===== src/rtl/bcd_pkg.sv =====
// Shared constants, types and helpers for the sequential binary-to-BCD converter.
package bcd_pkg;

  localparam int DIGIT_W    = 4;
  localparam int ADJ_THRESH = 5;
  localparam int MAX_DIGITS = 16;

  typedef enum logic {
    IDLE,
    CONV
  } state_t;

  typedef logic [DIGIT_W-1:0] digit_t;

  // Saturation pattern: 'digits' nines in the low nibbles, zero above.
  function automatic logic [DIGIT_W*MAX_DIGITS-1:0] all_nines(input int digits);
    logic [DIGIT_W*MAX_DIGITS-1:0] r;
    r = '0;
    for (int i = 0; i < MAX_DIGITS; i++) begin
      if (i < digits) r[i*DIGIT_W +: DIGIT_W] = digit_t'(9);
    end
    return r;
  endfunction

endpackage


===== src/rtl/bcd_convert_seq_if.sv =====
// Start/busy/done handshake and result bus between count latch, converter and display driver.
interface bcd_convert_seq_if #(
  parameter int BIN_W  = 12,
  parameter int DIGITS = 4
) ();

  logic                  start;
  logic [BIN_W-1:0]      bnum;
  logic                  busy;
  logic                  done;
  logic [4*DIGITS-1:0]   bcd;
  logic                  overflow;
  logic [DIGITS-1:0]     blank;

  modport master (
    output start, bnum,
    input  busy, done, bcd, overflow, blank
  );

  modport slave (
    input  start, bnum,
    output busy, done, bcd, overflow, blank
  );

endinterface


===== src/rtl/bcd_digit_adj.sv =====
// Double-dabble digit adjuster: adds 3 to a BCD digit of 5 or more before the shift.
module bcd_digit_adj
  import bcd_pkg::*;
(
  input  digit_t din,
  output digit_t dout
);

  always_comb begin
    dout = din;
    if (din >= digit_t'(ADJ_THRESH)) dout = din + digit_t'(3);
  end

endmodule


===== src/rtl/bcd_convert_seq.sv =====
// Sequential double-dabble converter: one shift/add-3 iteration per clock.
// Optional leading-zero blank mask enabled by defining BCD_LEADING_BLANK_EN.
module bcd_convert_seq
  import bcd_pkg::*;
#(
  parameter int BIN_W  = 12,
  parameter int DIGITS = 4
) (
  input logic              clk,
  input logic              rst,
  bcd_convert_seq_if.slave bus
);

  localparam int BCD_W = DIGIT_W * DIGITS;
  localparam int SR_W  = BIN_W + BCD_W;
  localparam int CNT_W = (BIN_W > 1) ? $clog2(BIN_W) : 1;
  localparam logic [DIGIT_W*MAX_DIGITS-1:0] NINES_ALL = all_nines(DIGITS);
  localparam logic [BCD_W-1:0] NINES     = NINES_ALL[BCD_W-1:0];
  localparam logic [CNT_W-1:0] LAST_ITER = CNT_W'(BIN_W - 1);

  state_t             state_reg;
  logic [SR_W-1:0]    sr_reg;
  logic [CNT_W-1:0]   iter_reg;
  logic               ovf_sticky_reg;
  logic               busy_reg;
  logic               done_reg;
  logic [BCD_W-1:0]   bcd_reg;
  logic               overflow_reg;

  logic [SR_W-1:0]    adj_sr;
  logic [SR_W-1:0]    shift_next;
  logic               shift_out;
  logic               ovf_final;
  logic [BCD_W-1:0]   bcd_final;
  logic               last_iter;

  genvar gi;
  generate
    for (gi = 0; gi < DIGITS; gi++) begin : g_adj
      bcd_digit_adj u_adj (
        .din  (sr_reg[BIN_W + gi*DIGIT_W +: DIGIT_W]),
        .dout (adj_sr[BIN_W + gi*DIGIT_W +: DIGIT_W])
      );
    end
  endgenerate

  assign adj_sr[BIN_W-1:0] = sr_reg[BIN_W-1:0];
  assign shift_out         = adj_sr[SR_W-1];
  assign shift_next        = {adj_sr[SR_W-2:0], 1'b0};
  // The final shift can itself overflow, so fold it in before the result is latched.
  assign ovf_final         = ovf_sticky_reg | shift_out;
  assign bcd_final         = ovf_final ? NINES : shift_next[SR_W-1:BIN_W];
  assign last_iter         = (state_reg == CONV) && (iter_reg == LAST_ITER);

  always_ff @(posedge clk) begin
    if (rst) begin
      state_reg      <= IDLE;
      sr_reg         <= '0;
      iter_reg       <= '0;
      ovf_sticky_reg <= 1'b0;
      busy_reg       <= 1'b0;
      done_reg       <= 1'b0;
      bcd_reg        <= '0;
      overflow_reg   <= 1'b0;
    end else begin
      done_reg <= 1'b0;
      case (state_reg)
        IDLE: begin
          if (bus.start) begin
            sr_reg         <= {{BCD_W{1'b0}}, bus.bnum};
            iter_reg       <= '0;
            ovf_sticky_reg <= 1'b0;
            busy_reg       <= 1'b1;
            state_reg      <= CONV;
          end
        end
        CONV: begin
          sr_reg         <= shift_next;
          iter_reg       <= iter_reg + 1'b1;
          ovf_sticky_reg <= ovf_final;
          if (last_iter) begin
            bcd_reg      <= bcd_final;
            overflow_reg <= ovf_final;
            done_reg     <= 1'b1;
            busy_reg     <= 1'b0;
            state_reg    <= IDLE;
          end
        end
        default: state_reg <= IDLE;
      endcase
    end
  end

  assign bus.busy     = busy_reg;
  assign bus.done     = done_reg;
  assign bus.bcd      = bcd_reg;
  assign bus.overflow = overflow_reg;

`ifdef BCD_LEADING_BLANK_EN
  logic [DIGITS-1:0] blank_next;
  logic [DIGITS-1:0] blank_reg;

  // Digit 0 always shows, so a zero result still displays a single "0".
  assign blank_next[0] = 1'b0;
  generate
    for (gi = 1; gi < DIGITS; gi++) begin : g_blank
      assign blank_next[gi] = !ovf_final && (bcd_final[BCD_W-1:gi*DIGIT_W] == '0);
    end
  endgenerate

  always_ff @(posedge clk) begin
    if (rst) begin
      blank_reg <= '0;
    end else if (last_iter) begin
      blank_reg <= blank_next;
    end
  end

  assign bus.blank = blank_reg;
`else
  assign bus.blank = '0;
`endif

endmodule


===== src/flat_wrapper.sv =====
// flat-port wrapper written by rule: the top's interface ports become plain ports
module bcd_convert_seq_flat import bcd_pkg::*;
#(
  parameter int BIN_W  = 12,
  parameter int DIGITS = 4
)
  (clk, rst, bus_start, bus_bnum, bus_busy, bus_done, bus_bcd, bus_overflow, bus_blank);
  bcd_convert_seq_if #(.BIN_W(BIN_W), .DIGITS(DIGITS)) bus_i ();
  input logic clk;
  input logic rst;
  input wire logic [$bits(bus_i.start)-1:0] bus_start;
  input wire logic [$bits(bus_i.bnum)-1:0] bus_bnum;
  output wire logic [$bits(bus_i.busy)-1:0] bus_busy;
  output wire logic [$bits(bus_i.done)-1:0] bus_done;
  output wire logic [$bits(bus_i.bcd)-1:0] bus_bcd;
  output wire logic [$bits(bus_i.overflow)-1:0] bus_overflow;
  output wire logic [$bits(bus_i.blank)-1:0] bus_blank;
  assign bus_i.start = bus_start;
  assign bus_i.bnum = bus_bnum;
  assign bus_busy = bus_i.busy;
  assign bus_done = bus_i.done;
  assign bus_bcd = bus_i.bcd;
  assign bus_overflow = bus_i.overflow;
  assign bus_blank = bus_i.blank;
  bcd_convert_seq #(.BIN_W(BIN_W), .DIGITS(DIGITS)) u_core (.clk(clk), .rst(rst), .bus(bus_i));
endmodule

===== config.mk =====
export PLATFORM = sky130hd
export DESIGN_NAME = bcd_convert_seq_flat
export DESIGN_NICKNAME = d
export VERILOG_FILES = /design/src/rtl/bcd_pkg.sv /design/src/rtl/bcd_convert_seq_if.sv /design/src/rtl/bcd_digit_adj.sv /design/src/rtl/bcd_convert_seq.sv /design/src/flat_wrapper.sv
export SDC_FILE = /design/constraint.sdc
export NUM_CORES = 1
export LEC_CHECK = 0
export ABC_AREA = 1
export BUFFER_PORTS_ARGS = -buffer_cell sky130_fd_sc_hd__buf_2
export CORE_MARGIN = 3
export CORE_UTILIZATION = 60
export DETAILED_ROUTE_END_ITERATION = 10
export GPL_ROUTABILITY_DRIVEN = 0
export PLACE_DENSITY = 0.83
export RECOVER_POWER = 50
export SLEW_MARGIN = 20
export SYNTH_ARGS = -nofsm -noshare
export SYNTH_HDL_FRONTEND = slang
export SYNTH_SLANG_ARGS = --single-unit

===== constraint.sdc =====
create_clock -name clk -period 3 [get_ports clk]
set_input_delay 0 -clock clk [delete_from_list [all_inputs] [get_ports clk]]
set_output_delay 0 -clock clk [all_outputs]
set_load 0.05 [all_outputs]

# Yosys cells after proc, flatten, opt, wreduce, memory -nomap -nowiden
# Index checks and enable logic that the tools add are counted.
word_totals:
  reg_bits: 53
  wordCells: 44
classes:
  eq_ne: 3
  n_reduce_logical: 4
  n_mux: 18
  add_sub_neg: 5
  order_cmp: 4
  bitwise: 2
op_table:
  columns: ["op", "n"]
  rows:
  - ["28-bit one-hot mux with 2 select lines", 1]
  - ["28-bit 2-to-1 mux", 1]
  - ["4-bit 2-to-1 mux", 5]
  - ["4-bit by 2-bit adder with 4-bit output (second input constant)", 4]
  - ["4-bit by 3-bit greater-or-equal comparator with 1-bit output (second input constant)", 4]
  - ["16-bit 2-to-1 mux", 1]
  - ["4-bit one-hot mux with 2 select lines", 1]
  - ["1-bit 2-to-1 mux", 6]
  - ["1-bit one-hot mux with 2 select lines", 3]
  - ["4-bit by 1-bit adder with 4-bit output (second input constant)", 1]
  - ["4-bit == test (second input constant)", 1]
  - ["2-bit inequality test (second input constant)", 2]
  - ["2-bit AND reduction", 2]
  - ["2-bit OR reduction", 1]
  - ["1-bit logical AND", 1]
  - ["1-bit inverter", 1]
  - ["1-bit OR", 1]

# Logic depth before layout (Yosys ltp)
depth:
  depth_word: 4
  depth_mapped: 11
  depth_no_buf: 11

# Hierarchy
# From an unflattened synthesis, not the netlist that was laid out.
unflattened:
  hier_cells: 409
  hier_area_um2: 2806.4
by_module_without_submodules:
  columns: ["module", "area_per_inst_um2", "instances", "seq_area_each_um2", "cells_per_inst"]
  rows:
  - ["bcd_convert_seq", 2265.9, 1, 1061.0, 317]
  - ["bcd_digit_adj", 135.1, 4, 0.0, 23]

# Least setup slack after synthesis
# No wires, ideal clock.
synth_timing:
  kind: "reg-to-reg"
  from: "register u_core.sr_reg[24]"
  to: "register u_core.bcd_reg[10] (netlist: u_core.bus.bcd[10])"
  path_slack_ps: 1606
  arrival_time_ps: 1281
  required_time_ps: 2887
  n_path_buf: 1
  path_stages_with_launch: 12
  setup_time_ps: 113
  cell_sequence: "dfxtp_1 > inv_1 > ha_1 > inv_1 > nand2_1 > nand2_1 > nand2_1 > nor2_1 > nor2_2 > buf_6 > nand3_1 > nand2_1"
synth_between:
  elab_chain_len: 4
  word_cells_on_any_way: 5
synth_lines:
  columns: ["item", "line_no", "rtl"]
  rows:
  - ["from (decl)", "bcd_convert_seq.sv:22", "logic [SR_W-1:0] sr_reg;"]
  - ["from (signal assigned)", "bcd_convert_seq.sv:70", "sr_reg <= {{BCD_W{1'b0}}, bus.bnum};"]
  - ["from (signal assigned)", "bcd_convert_seq.sv:78", "sr_reg <= shift_next;"]
  - ["4-bit by 2-bit adder with 4-bit output / 4-bit by 3-bit greater-or-equal comparator with 1-bit output (equally long branches)", "bcd_digit_adj.sv:11", "if (din >= digit_t'(ADJ_THRESH)) dout = din + digit_t'(3);"]
  - ["4-bit 2-to-1 mux (*)", "bcd_digit_adj.sv:11", null]
  - ["1-bit OR (*)", "bcd_convert_seq.sv:51", "assign ovf_final = ovf_sticky_reg | shift_out;"]
  - ["16-bit 2-to-1 mux (*)", "bcd_convert_seq.sv:52", "assign bcd_final = ovf_final ? NINES : shift_next[SR_W-1:BIN_W];"]
  - ["to (signal assigned)", "bcd_convert_seq.sv:82", "bcd_reg <= bcd_final;"]
  - ["to (decl)", "bcd_convert_seq.sv:27", "logic [BCD_W-1:0] bcd_reg;"]
# Every way passes the cells marked *; elsewhere a longest branch is shown, timed or not.
# A chain may end at the register's enable or synchronous reset.

# Worst setup path after layout
layout_timing:
  from: "register u_core.state_reg"
  to: "register u_core.sr_reg[7]"
layout_between:
  elab_chain_len: 2
  word_cells_on_any_way: 3
layout_lines:
  columns: ["item", "line_no", "rtl"]
  rows:
  - ["from (decl)", "bcd_convert_seq.sv:21", "state_t state_reg;"]
  - ["from (signal assigned)", "bcd_convert_seq.sv:57", "state_reg <= IDLE;"]
  - ["from (signal assigned)", "bcd_convert_seq.sv:74", "state_reg <= CONV;"]
  - ["from (signal assigned)", "bcd_convert_seq.sv:86", "state_reg <= IDLE;"]
  - ["1-bit inverter", "bcd_convert_seq.sv:67", "case (state_reg)"]
  - ["28-bit one-hot mux with 2 select lines / 2-bit inequality test (equally long branches)", null, null]
# Several ways; a longest one is shown, not always the timed one.

==> results by group <==
Final layout
  – Layout cells sized above 1: 0.0674
  – Largest register FFs: 28
  – Final cell count without fillers: 480
  – Synthesis-to-finish area growth: 13.7%
  – Antenna fix cells: 0
  – Nets: 453

Timing
  – Skew final: 8.57 ps
  – Hold slack: 65.0 ps
  – Max-slew headroom: 0.408
  – Final period util: 0.712
  – Tmin final: 2140 ps
  – Fmax: 468 MHz
  – Slew @ Worst Pin: 885 ps
  – Final hold viol count: 0
  – RSZ-0062 raised after global routing: false
  – Setup TNS Final: 0 ps
  – Final slew viol count: 0
  – Setup violation total in the final timing report: 0

Placed design
  – Hpwl dp: 4010 um
  – Post-placement cell count: 460
  – Port Buf Inserts: 33

Synth
  – Synth unique cells: 26
  – Synth Register Bits: 53
  – Multiplexer area fraction after synthesis: 0
  – Sequential area share after synthesis: 0.403
  – Post-Syn Area per Cell: 6.74 sq um
  – Syn Inst Count: 390
  – Area fraction of the dominant cell type after synthesis: 0.403
  – Synthesized area: 2630 sq um
  – Largest family of logic cells by synthesized area: simple AND/OR/NAND/NOR gates
  – Simple-gate share of the synthesized area: 0.347
  – Top cells by area, synth: dfxtp_1 40%, nand2_1 20%, nand3_1 6.5%
  – Compound-cell area share of the yosys netlist: 0.103
  – Synth area leader: dfxtp_1
  – Adder-cell share of the synthesized area: 0.0428
  – Yosys Warn Count: 0
  – XOR/XNOR Fraction of Synth Area: 0

Routing
  – Router iterations before antenna repair: 4
  – Routed WL: 6090 um
  – Drt wl/cell: 12.7 um
  – Initial DRC Count: 214
  – DRC viols: 0
  – DR vias: 2530
  – Vias per cell: 5.27
  – Antenna-violating nets left: 0

Critical path
  – Peak fanout along the critical path: 19
  – CP Capture Type: flop
  – CP startpoint kind: flop
  – CP Launch Point: u_core.state_reg$_SDFF_PP0_
  – Setup Crit Path Kind: reg -> reg
  – Critical Path RT: 3250 ps
  – R2R setup slack: 860 ps
  – Reg-to-reg startpoint: u_core.state_reg$_SDFF_PP0_
  – WP data arrival: 2390 ps

Global route
  – Antenna violations before repair: 0
  – First-pass GRT wire length: 10100 um
  – Vias in the first global route: 2258
  – GRT Overall Usage: 0.245
  – Pin count of the biggest net entering global routing: 35
  – Total grt overflow: 0

Clock network
  – Longest Clk Path Bufs: 2
  – CTS tree: built
  – Num Clock Sinks: 53
  – Cts bufs inserted: 5
  – Reg clk slew, reported paths: 100 ps
  – CTS H-tree lvls: 2
  – Worst-Skew Late Latency: 310 ps
  – Post-cts sizing count: 0
  – CTS root buffer: clkbuf_8

Floorplan
  – Starting density of the core: 0.639
  – Core area: 4120 sq um
  – Die area: 5210 sq um
  – IO Count: 38
  – Die width: 72.2 um
  – Core Rows: 23
  – Chip Height: 72.2 um

Power
  – LEAKAGE: 1.41 nW
  – Pwr Density: 448 nW/um^2
  – Worst vdd ir: 309 uV

Hold path
  – Hold_sp: bus_start
  – Hold WC Path Type: in -> reg

Run status
  – Status: completed

Run
  – Max-cap violations: 0
## worst max-delay path, stage by stage (launching register included)
cell      delay [ps]
dfxtp_1          320
nor2_1           680
clkbuf_1         660
a22oi_1          150
nand2_1          100
nand2_1           50
inv_1            100
## stage by stage
stage | worst slack, ps | area [sq um] | utilization | power [mW]
final | 864 | 2990 | 0.727 | 1.34
after global routing | 698 | 2990 | 0.727 | 1.38
after CTS | 1110 | 3020 | 0.734 | 1.34
after detailed placement | 1130 | 2780 | 0.676 | 0.832
after global placement | 1240 | 2780 | 0.676 | 0.831
after floorplan | 1610 | 2640 | - | 0.814
## report_power, final
part / switching [mW] / internal [mW] / total, mW
Clock: 0.238 / 0.271 / 0.510
Sequential: 0.00804 / 0.716 / 0.724
Combinational: 0.0720 / 0.0344 / 0.106
Total: 0.318 / 1.02 / 1.34
## routing by layer
layer,track usage,vias to the layer above,share of wire
met4,0.104,0,0.029
met3,0.0540,16,0.054
li1,-,1306,-
met5,0,-,0
met2,0.397,65,0.48
met1,0.312,1143,0.44
## cell usage in the layout, fill, tap and decap left out, drive strengths merged, types with 4 or more instances in the layout
| cell type | Yosys | routed |
|---|---|---|
| dlygate4sd3 | 0 | 12 |
| dfxtp | 53 | 53 |
| clkbuf | 3 | 26 |
| nor2 | 31 | 31 |
| nand4 | 9 | 9 |
| a21oi | 24 | 24 |
| inv | 44 | 44 |
| nand2 | 141 | 141 |
| o21ai | 12 | 12 |
| ha | 9 | 9 |
| a22oi | 7 | 7 |
| nand3 | 34 | 34 |
| buf | 15 | 15 |
| conb | 1 | 4 |
## cell families (layout without fill, tap and decap cells)
| logic type | after synthesis | after routing |
|---|---|---|
| AOI/OAI and AO/OA | 48 | 48 |
| and+or+nand+nor | 217 | 217 |
| other | 1 | 4 |
| DFF | 53 | 53 |
| buffers and inverters | 62 | 99 |
| adders and majority gates | 9 | 9 |
## what timing repair did
action	in CTS	in global routing
hold endpoints to repair	12	0
buffers inserted	0	0
hold buffers	12	0
endpoints found under the setup margin	0	0
## worst paths after layout
| path | to | depth (start not counted) |
|---|---|---|
| max | u_core.sr_reg[7]$_SDFFE_PP0P_ | 6 |
| min | u_core.iter_reg[2]$_SDFFE_PP0P_ | 4 |
| max reg2reg | u_core.sr_reg[7]$_SDFFE_PP0P_ | 6 |
| min reg2reg | u_core.bus.bcd[6]$_SDFFE_PP0P_ | 2 |
## synthesized netlist by cell type
cell type  instances
inv_1             42
o21ai_1            1
ha_1               9
o21a_1             1
dfxtp_1           53
nor2_1            28
o21ai_0           11
nand2_1          140
inv_2              2
nor3b_1            1
clkbuf_1           3
a21oi_1           24
nor2_2             2
buf_2              8
nand3_1           34
buf_1              1
nand4_1            9
a21boi_0           3
buf_6              1
conb_1             1
nand2_2            1
a22oi_1            7
buf_4              5
o31ai_1            1
nor3_2             1
nor2_8             1
## final cells by class
class | instances | area, sq um
clock inverters | 2 | 37.5
fillers | 359 | 1120
repair buffers | 47 | 273
well taps | 50 | 62.6
inverters | 44 | 165
clock buffers | 6 | 82.6
flip-flops and latches | 53 | 1060
multi-input cells | 278 | 1310
No activity file was read; power rests on OpenSTA's default activity.
